===== src/rtl/mem_pkg.sv =====
// ============================================================================
// Module  : mem_pkg
// Purpose : Shared encodings and lane helpers for the data-memory access unit.
// Revision: 1.0 - initial release
// ============================================================================
`timescale 1ns/1ps
`default_nettype none

package mem_pkg;

  localparam logic [1:0] SZ_BYTE = 2'b00;
  localparam logic [1:0] SZ_HALF = 2'b01;
  localparam logic [1:0] SZ_WORD = 2'b10;

  localparam logic [1:0] ST_IDLE = 2'b00;
  localparam logic [1:0] ST_WAIT = 2'b01;
  localparam logic [1:0] ST_DONE = 2'b10;

  localparam logic [7:0] TIMEOUT_CYCLES = 8'd255;

  function automatic logic is_aligned(input logic [1:0] size, input logic [1:0] addr);
    case (size)
      SZ_BYTE: is_aligned = 1'b1;
      SZ_HALF: is_aligned = ~addr[0];
      default: is_aligned = (addr == 2'b00);
    endcase
  endfunction

  function automatic logic [3:0] byte_enable(input logic [1:0] size, input logic [1:0] addr);
    case (size)
      SZ_BYTE: byte_enable = 4'b0001 << addr;
      SZ_HALF: byte_enable = addr[1] ? 4'b1100 : 4'b0011;
      default: byte_enable = 4'b1111;
    endcase
  endfunction

  // Replicate the right-aligned store data into every lane so the byte
  // enables alone pick the target bytes.
  function automatic logic [31:0] store_lanes(input logic [1:0] size, input logic [31:0] data);
    case (size)
      SZ_BYTE: store_lanes = {4{data[7:0]}};
      SZ_HALF: store_lanes = {2{data[15:0]}};
      default: store_lanes = data;
    endcase
  endfunction

endpackage

`default_nettype wire


===== src/rtl/load_formatter.sv =====
// ============================================================================
// Module  : load_formatter
// Purpose : Selects the addressed lane of a read word and sign/zero-extends it.
// Revision: 1.0 - initial release
// ============================================================================
`timescale 1ns/1ps
`default_nettype none

module load_formatter
  import mem_pkg::*;
(
  input  logic [31:0] rdata,
  input  logic [1:0]  addr,
  input  logic [1:0]  size,
  input  logic        is_unsigned,
  output logic [31:0] data
);

  logic [7:0]  w_byte;
  logic [15:0] w_half;

  always_comb begin
    w_byte = 8'h00;
    w_half = 16'h0000;
    data   = rdata;
    case (addr)
      2'b00:   w_byte = rdata[7:0];
      2'b01:   w_byte = rdata[15:8];
      2'b10:   w_byte = rdata[23:16];
      default: w_byte = rdata[31:24];
    endcase
    w_half = addr[1] ? rdata[31:16] : rdata[15:0];
    case (size)
      SZ_BYTE: data = {{24{w_byte[7] & ~is_unsigned}}, w_byte};
      SZ_HALF: data = {{16{w_half[15] & ~is_unsigned}}, w_half};
      default: data = rdata;
    endcase
  end

endmodule

`default_nettype wire


===== src/rtl/mem_access_unit.sv =====
// ============================================================================
// Module  : mem_access_unit
// Purpose : MEM-stage load/store sequencer with ack handshake and timeout.
// Revision: 1.0 - initial release
// ============================================================================
`timescale 1ns/1ps
`default_nettype none

module mem_access_unit
  import mem_pkg::*;
(
  input  logic        clk,
  input  logic        rst,
  input  logic        MEM_memread,
  input  logic        MEM_memwrite,
  input  logic [1:0]  MEM_size,
  input  logic        MEM_unsigned,
  input  logic [31:0] MEM_aluresult,
  input  logic [31:0] MEM_writedata,
  output logic [31:0] MEM_memreaddata,
  output logic        stall,
  output logic        misalign,
  output logic        bus_error,
  output logic        dmem_req,
  output logic        dmem_we,
  output logic [31:0] dmem_addr,
  output logic [31:0] dmem_wdata,
  output logic [3:0]  dmem_be,
  input  logic        dmem_ack,
  input  logic [31:0] dmem_rdata
);

  logic [1:0]  r_state;
  logic [1:0]  w_state_next;
  logic [7:0]  r_count;
  logic [7:0]  w_count_inc;
  logic [31:0] r_addr;
  logic [1:0]  r_lane;
  logic        r_we;
  logic [3:0]  r_be;
  logic [31:0] r_wdata;
  logic [1:0]  r_size;
  logic        r_unsigned;
  logic [31:0] r_readdata;
  logic [31:0] w_fmt;
  logic        w_access;
  logic        w_aligned;
  logic        w_start;
  logic        w_timeout;

  assign w_access    = MEM_memread | MEM_memwrite;
  assign w_aligned   = is_aligned(MEM_size, MEM_aluresult[1:0]);
  assign w_start     = (r_state == ST_IDLE) & w_access & w_aligned;
  assign w_count_inc = r_count + 8'd1;
  // Timeout fires in the WAIT cycle whose missing ack would bring the count to the limit.
  assign w_timeout   = (r_state == ST_WAIT) & ~dmem_ack & (w_count_inc == TIMEOUT_CYCLES);

  always_ff @(posedge clk) begin
    if (rst) r_state <= ST_IDLE;
    else     r_state <= w_state_next;
  end

  always_comb begin
    w_state_next = r_state;
    case (r_state)
      ST_IDLE: if (w_start) w_state_next = ST_WAIT;
      ST_WAIT: if (dmem_ack || w_timeout) w_state_next = ST_DONE;
      default: w_state_next = ST_IDLE;
    endcase
  end

  always_comb begin
    stall     = w_start | (r_state == ST_WAIT);
    dmem_req  = (r_state == ST_WAIT);
    dmem_we   = r_we & (r_state == ST_WAIT);
    misalign  = ~rst & (r_state == ST_IDLE) & w_access & ~w_aligned;
    bus_error = ~rst & w_timeout;
  end

  load_formatter u_load_formatter (
    .rdata       (dmem_rdata),
    .addr        (r_lane),
    .size        (r_size),
    .is_unsigned (r_unsigned),
    .data        (w_fmt)
  );

  always_ff @(posedge clk) begin
    if (rst) begin
      r_count    <= 8'd0;
      r_addr     <= 32'd0;
      r_lane     <= 2'b00;
      r_we       <= 1'b0;
      r_be       <= 4'b0000;
      r_wdata    <= 32'd0;
      r_size     <= SZ_BYTE;
      r_unsigned <= 1'b0;
      r_readdata <= 32'd0;
    end else begin
      if (w_start) begin
        r_count    <= 8'd0;
        r_addr     <= {MEM_aluresult[31:2], 2'b00};
        r_lane     <= MEM_aluresult[1:0];
        r_we       <= ~MEM_memread;
        r_be       <= byte_enable(MEM_size, MEM_aluresult[1:0]);
        r_wdata    <= store_lanes(MEM_size, MEM_writedata);
        r_size     <= MEM_size;
        r_unsigned <= MEM_unsigned;
      end
      if ((r_state == ST_WAIT) && !dmem_ack) r_count <= w_count_inc;
      if ((r_state == ST_WAIT) && !r_we) begin
        if (dmem_ack)       r_readdata <= w_fmt;
        else if (w_timeout) r_readdata <= 32'd0;
      end
    end
  end

  assign dmem_addr       = r_addr;
  assign dmem_wdata      = r_wdata;
  assign dmem_be         = r_be;
  assign MEM_memreaddata = r_readdata;

endmodule

`default_nettype wire

===== config.mk =====
export PLATFORM = sky130hd
export DESIGN_NAME = mem_access_unit
export DESIGN_NICKNAME = d
export VERILOG_FILES = /design/src/rtl/mem_pkg.sv /design/src/rtl/load_formatter.sv /design/src/rtl/mem_access_unit.sv
export SDC_FILE = /design/constraint.sdc
export NUM_CORES = 1
export LEC_CHECK = 0
export ABC_AREA = 1
export ABC_CLOCK_PERIOD_IN_PS = 5200
export CAP_MARGIN = 25
export CORE_UTILIZATION = 40
export DETAILED_ROUTE_END_ITERATION = 10
export PLACE_DENSITY = 0.71
export SYNTH_ARGS = -nofsm -noshare
export SYNTH_HDL_FRONTEND = slang
export SYNTH_SLANG_ARGS = --single-unit

===== constraint.sdc =====
create_clock -name clk -period 5.2 [get_ports clk]
set_input_delay 0.52 -clock clk [delete_from_list [all_inputs] [get_ports clk]]
set_output_delay 0.52 -clock clk [all_outputs]
set_load 0.03 [all_outputs]

==> out/qor.yml <==
sta:
  fin_crit_sh: 0.709
  slew_headroom: 0.330
  tightest_slew_ns: 1.00
  slew_violations: 0
  period_needed_ns: 3.69
  hold_violations: 0
  finalSetupViolations: 0
  clock.fmax_ghz: 0.271
  rsz0062_at_grt: "false"
  fin_tns_setup_ns: 0
  finClkSkew_ns: 0.00636
drt:
  routed_wl_um: 16800
  antenna_left: 0
  vias: 5900
  drt_iter0_drc: 611
  wl_met2_um: 7700
  post_drt_wl_per_cell_um: 14.3
  met3_length_um: 1400
  drc: 0
  vias_per_cell: 5.00
  routedLengthMet1_um: 7340
  dr.pass1.iters: 5
  highest_layer: "met4"
floorplan:
  die_area_um2: 14000
  io-pin-count: 209
  start_util: 0.409
  num_rows: 42
  die_h_um: 118
  die_w_um: 118
  core_area_um2: 13200
job:
  maxCapViolations: 0
clock_tree:
  holdBufCountCts: 0
  clock_latency_ns: 0.42
  clock-root-buffer: "clkbuf_16"
  cts_setup_buffers: 0
  numCtsBuffers: 17
  h-tree-depth: 4
  cts_sinks: 114
  clk_pin_slew_ns: 0.05
  cts_resized: 0
  cts_buffer_depth: 2
  cts_tree: "done"
outcome:
  status: "finished, final reports clean"
setup_path:
  cp-start-kind: "primary input"
  cp-end-kind: "output pin"
  reg2reg_from: "r_size[1]"
  r2r_setup_slack_ns: 2.57
  crit_cells: 7
  timing.rr.end: "MEM_memreaddata[16]"
  reg2reg_depth: 9
  critical_path.cell_chain: "clkdlybuf4s50_1 > inv_2 > o21ai_1 > o21ai_1 > nand2_2 > nand2_1 > clkdlybuf4s50_1"
  cp_data_arrival_time_ns: 3.17
  cp_top_family: "buffers and inverters"
  required_ns: 4.68
  critPathBufInv: 3
  cpMaxStageDelayCell: "clkdlybuf4s50_1"
  max_stage_delay_ns: 0.70
  setup.worst_path.class: "in -> out"
  critPathMaxFanout: 34
hold_path:
  hp-class: "reg -> reg"
  hold_end: "dmem_wdata[7]"
  hp-start: "dmem_wdata[7]"
  hold_path_depth: 2
layout:
  area_delta_synth_final_pct: 50.9
  drive_above_1_share: 0.0537
  n_antenna_cell: 0
  final_core_util: 0.617
  fill_cells: 1242
  fin_nets: 1098
yosys:
  ys_types: 35
  yosys.area.top_type: "dfxtp_1"
  avgSynthCellArea_um2: 6.62
  synth_top_cells_by_area: "dfxtp_1 42%, nand2_1 15%, nor2_1 10%"
  synth-seq-cells: 114
  postSynthCellCount: 815
  syn-cell-area_um2: 5390
  ys_seq_area_frac: 0.423
  netlist.area_leader.share: 0.423
  ys_warn_count: 0
placement:
  portBuffers: 206
  gp_congestion: 0.896
  dp.final_hpwl_um: 11300
global_routing:
  grt_usage: 0.245
  antenna_found_initial: 0
  grt_pass1_vias: 5475
  grt_pass1_wl_um: 27100
  grt_max_degree: 78
  grt_overflow: 0
power:
  combPwrFrac: 0.228
  cellLeakagePower_nw: 3.33
  switching_share: 0.290
  vdd_drop_max_mv: 0.236
  power.density_nw_per_um2: 367
  switching_power_w: 0.000865
  p_int_w: 0.00212
  seq_power_share: 0.332
  power_w: 0.00298
  clock_power_share: 0.441
-- power by group through the flow --
stage	combinational (W)	clock (W)	sequential, W
4_1_cts	0.000679	0.00133	0.000990
2_1_floorplan	0.000273	0	0.00113
3_3_place_gp	0.000673	0	0.00101
6_report	0.000678	0.00131	0.000989
3_5_place_dp	0.000675	0	0.00101
5_1_grt	0.000735	0.00138	0.000998
-- cells in the mapped netlist, drive strengths merged --
cell    instances
o21a            1
a211oi          1
inv            56
a311oi          2
nand3          44
a22o            4
dfxtp         114
a22oi           8
o22ai           8
o21bai          1
ha              2
nand4           1
xnor2           1
and2            1
a31oi          12
and3            1
or2             1
nand2         213
buf            21
conb            1
clkbuf         32
o21ai          58
nor2          149
xor2            1
a21oi          80
nor3            2
-- cells in the final DEF (no fill, tap or decap) --
| master | n |
|---|---|
| dfxtp_1 | 114 |
| a211oi_1 | 1 |
| nand4_2 | 1 |
| nand3_2 | 2 |
| a22oi_1 | 8 |
| nor2_1 | 143 |
| clkdlybuf4s50_1 | 206 |
| clkinv_2 | 3 |
| clkinv_4 | 3 |
| nand2_2 | 3 |
| nand2_1 | 209 |
| inv_2 | 4 |
| o21ai_1 | 3 |
| nand2_4 | 1 |
| nor3_1 | 2 |
| nor2_2 | 6 |
| inv_1 | 52 |
| a311oi_1 | 2 |
| xor2_1 | 1 |
| o21bai_2 | 1 |
| o22ai_1 | 8 |
| bufinv_16 | 6 |
| a21oi_1 | 80 |
| clkinvlp_4 | 2 |
| or2_2 | 1 |
| clkbuf_16 | 17 |
| xnor2_1 | 1 |
| and2_1 | 1 |
| a31oi_1 | 12 |
| conb_1 | 2 |
| a22o_1 | 4 |
| buf_4 | 4 |
| and3_1 | 1 |
| nand3_1 | 42 |
| clkbuf_1 | 1 |
| ha_1 | 2 |
| o21a_1 | 1 |
| o21ai_0 | 55 |
-- registers in the layout (all words and copies together) (netlist names) --
register,count
dmem_wdata,32
r_size,2
r_we,1
dmem_addr,30
MEM_memreaddata,32
r_unsigned,1
r_state,2
r_lane,2
r_count,8
dmem_be,4
-- layout make-up --
cell class,count,area (um^2),share of cell area
Multi-Input combinational cell,593,2670,0.328
Sequential cell,114,2280,0.281
Timing Repair Buffer,210,2090,0.257
Clock buffer,18,429,0.0528
Clock inverter,14,236,0.0291
Tap cell,176,220,0.0271
Inverter,56,210,0.0258
-- how the worst max path moves through the flow --
stage | start | endpoint | slack, ns
6_report | MEM_size[1] | stall | 1.51
5_1_grt | MEM_size[1] | stall | 1.40
4_1_cts | MEM_size[1] | stall | 1.57
3_5_place_dp | MEM_size[1] | dmem_be[2] | 1.53
3_3_place_gp | MEM_size[1] | dmem_be[3] | 1.58
2_1_floorplan | MEM_aluresult[1] | stall | 3.13
-- worst min-delay path, delay by kind of cell, from the launching register on --
| family | cells | cell delay (ns) |
|---|---|---|
| compound gates | 1 | 0.05 |
| flops | 1 | 0.30 |
| simple gates | 1 | 0.06 |
-- cells by family after synthesis --
family / synth area share
AOI/OAI and AO/OA: 0.177
buffers and inverters: 0.0842
other: 0.000695
DFF: 0.423
xor gates and xnor gates: 0.00325
and+or+nand+nor: 0.307
adders and majority gates: 0.00464
-- per-layer routing --
layer	track usage	up-vias
li1	-	2991
met1	0.305	2614
met2	0.384	262
met3	0.0761	33
met4	0.118	0
met5	0	-
-- metrics by stage --
| step | setup slack [ns] | cell area (um^2) | std cells | hold slack (ns) |
|---|---|---|---|---|
| 5_1_grt | 1.40 | 8140 | 1181 | 0.484 |
| 6_report | 1.51 | 8140 | 1181 | 0.464 |
| 3_5_place_dp | 1.53 | 7470 | 1149 | 0.456 |
| 2_1_floorplan | 3.13 | 5400 | 816 | 0.454 |
| 3_3_place_gp | 1.58 | 7470 | 1149 | 0.457 |
| 4_1_cts | 1.57 | 8140 | 1181 | 0.464 |
Power figures use the tool's default switching activity.
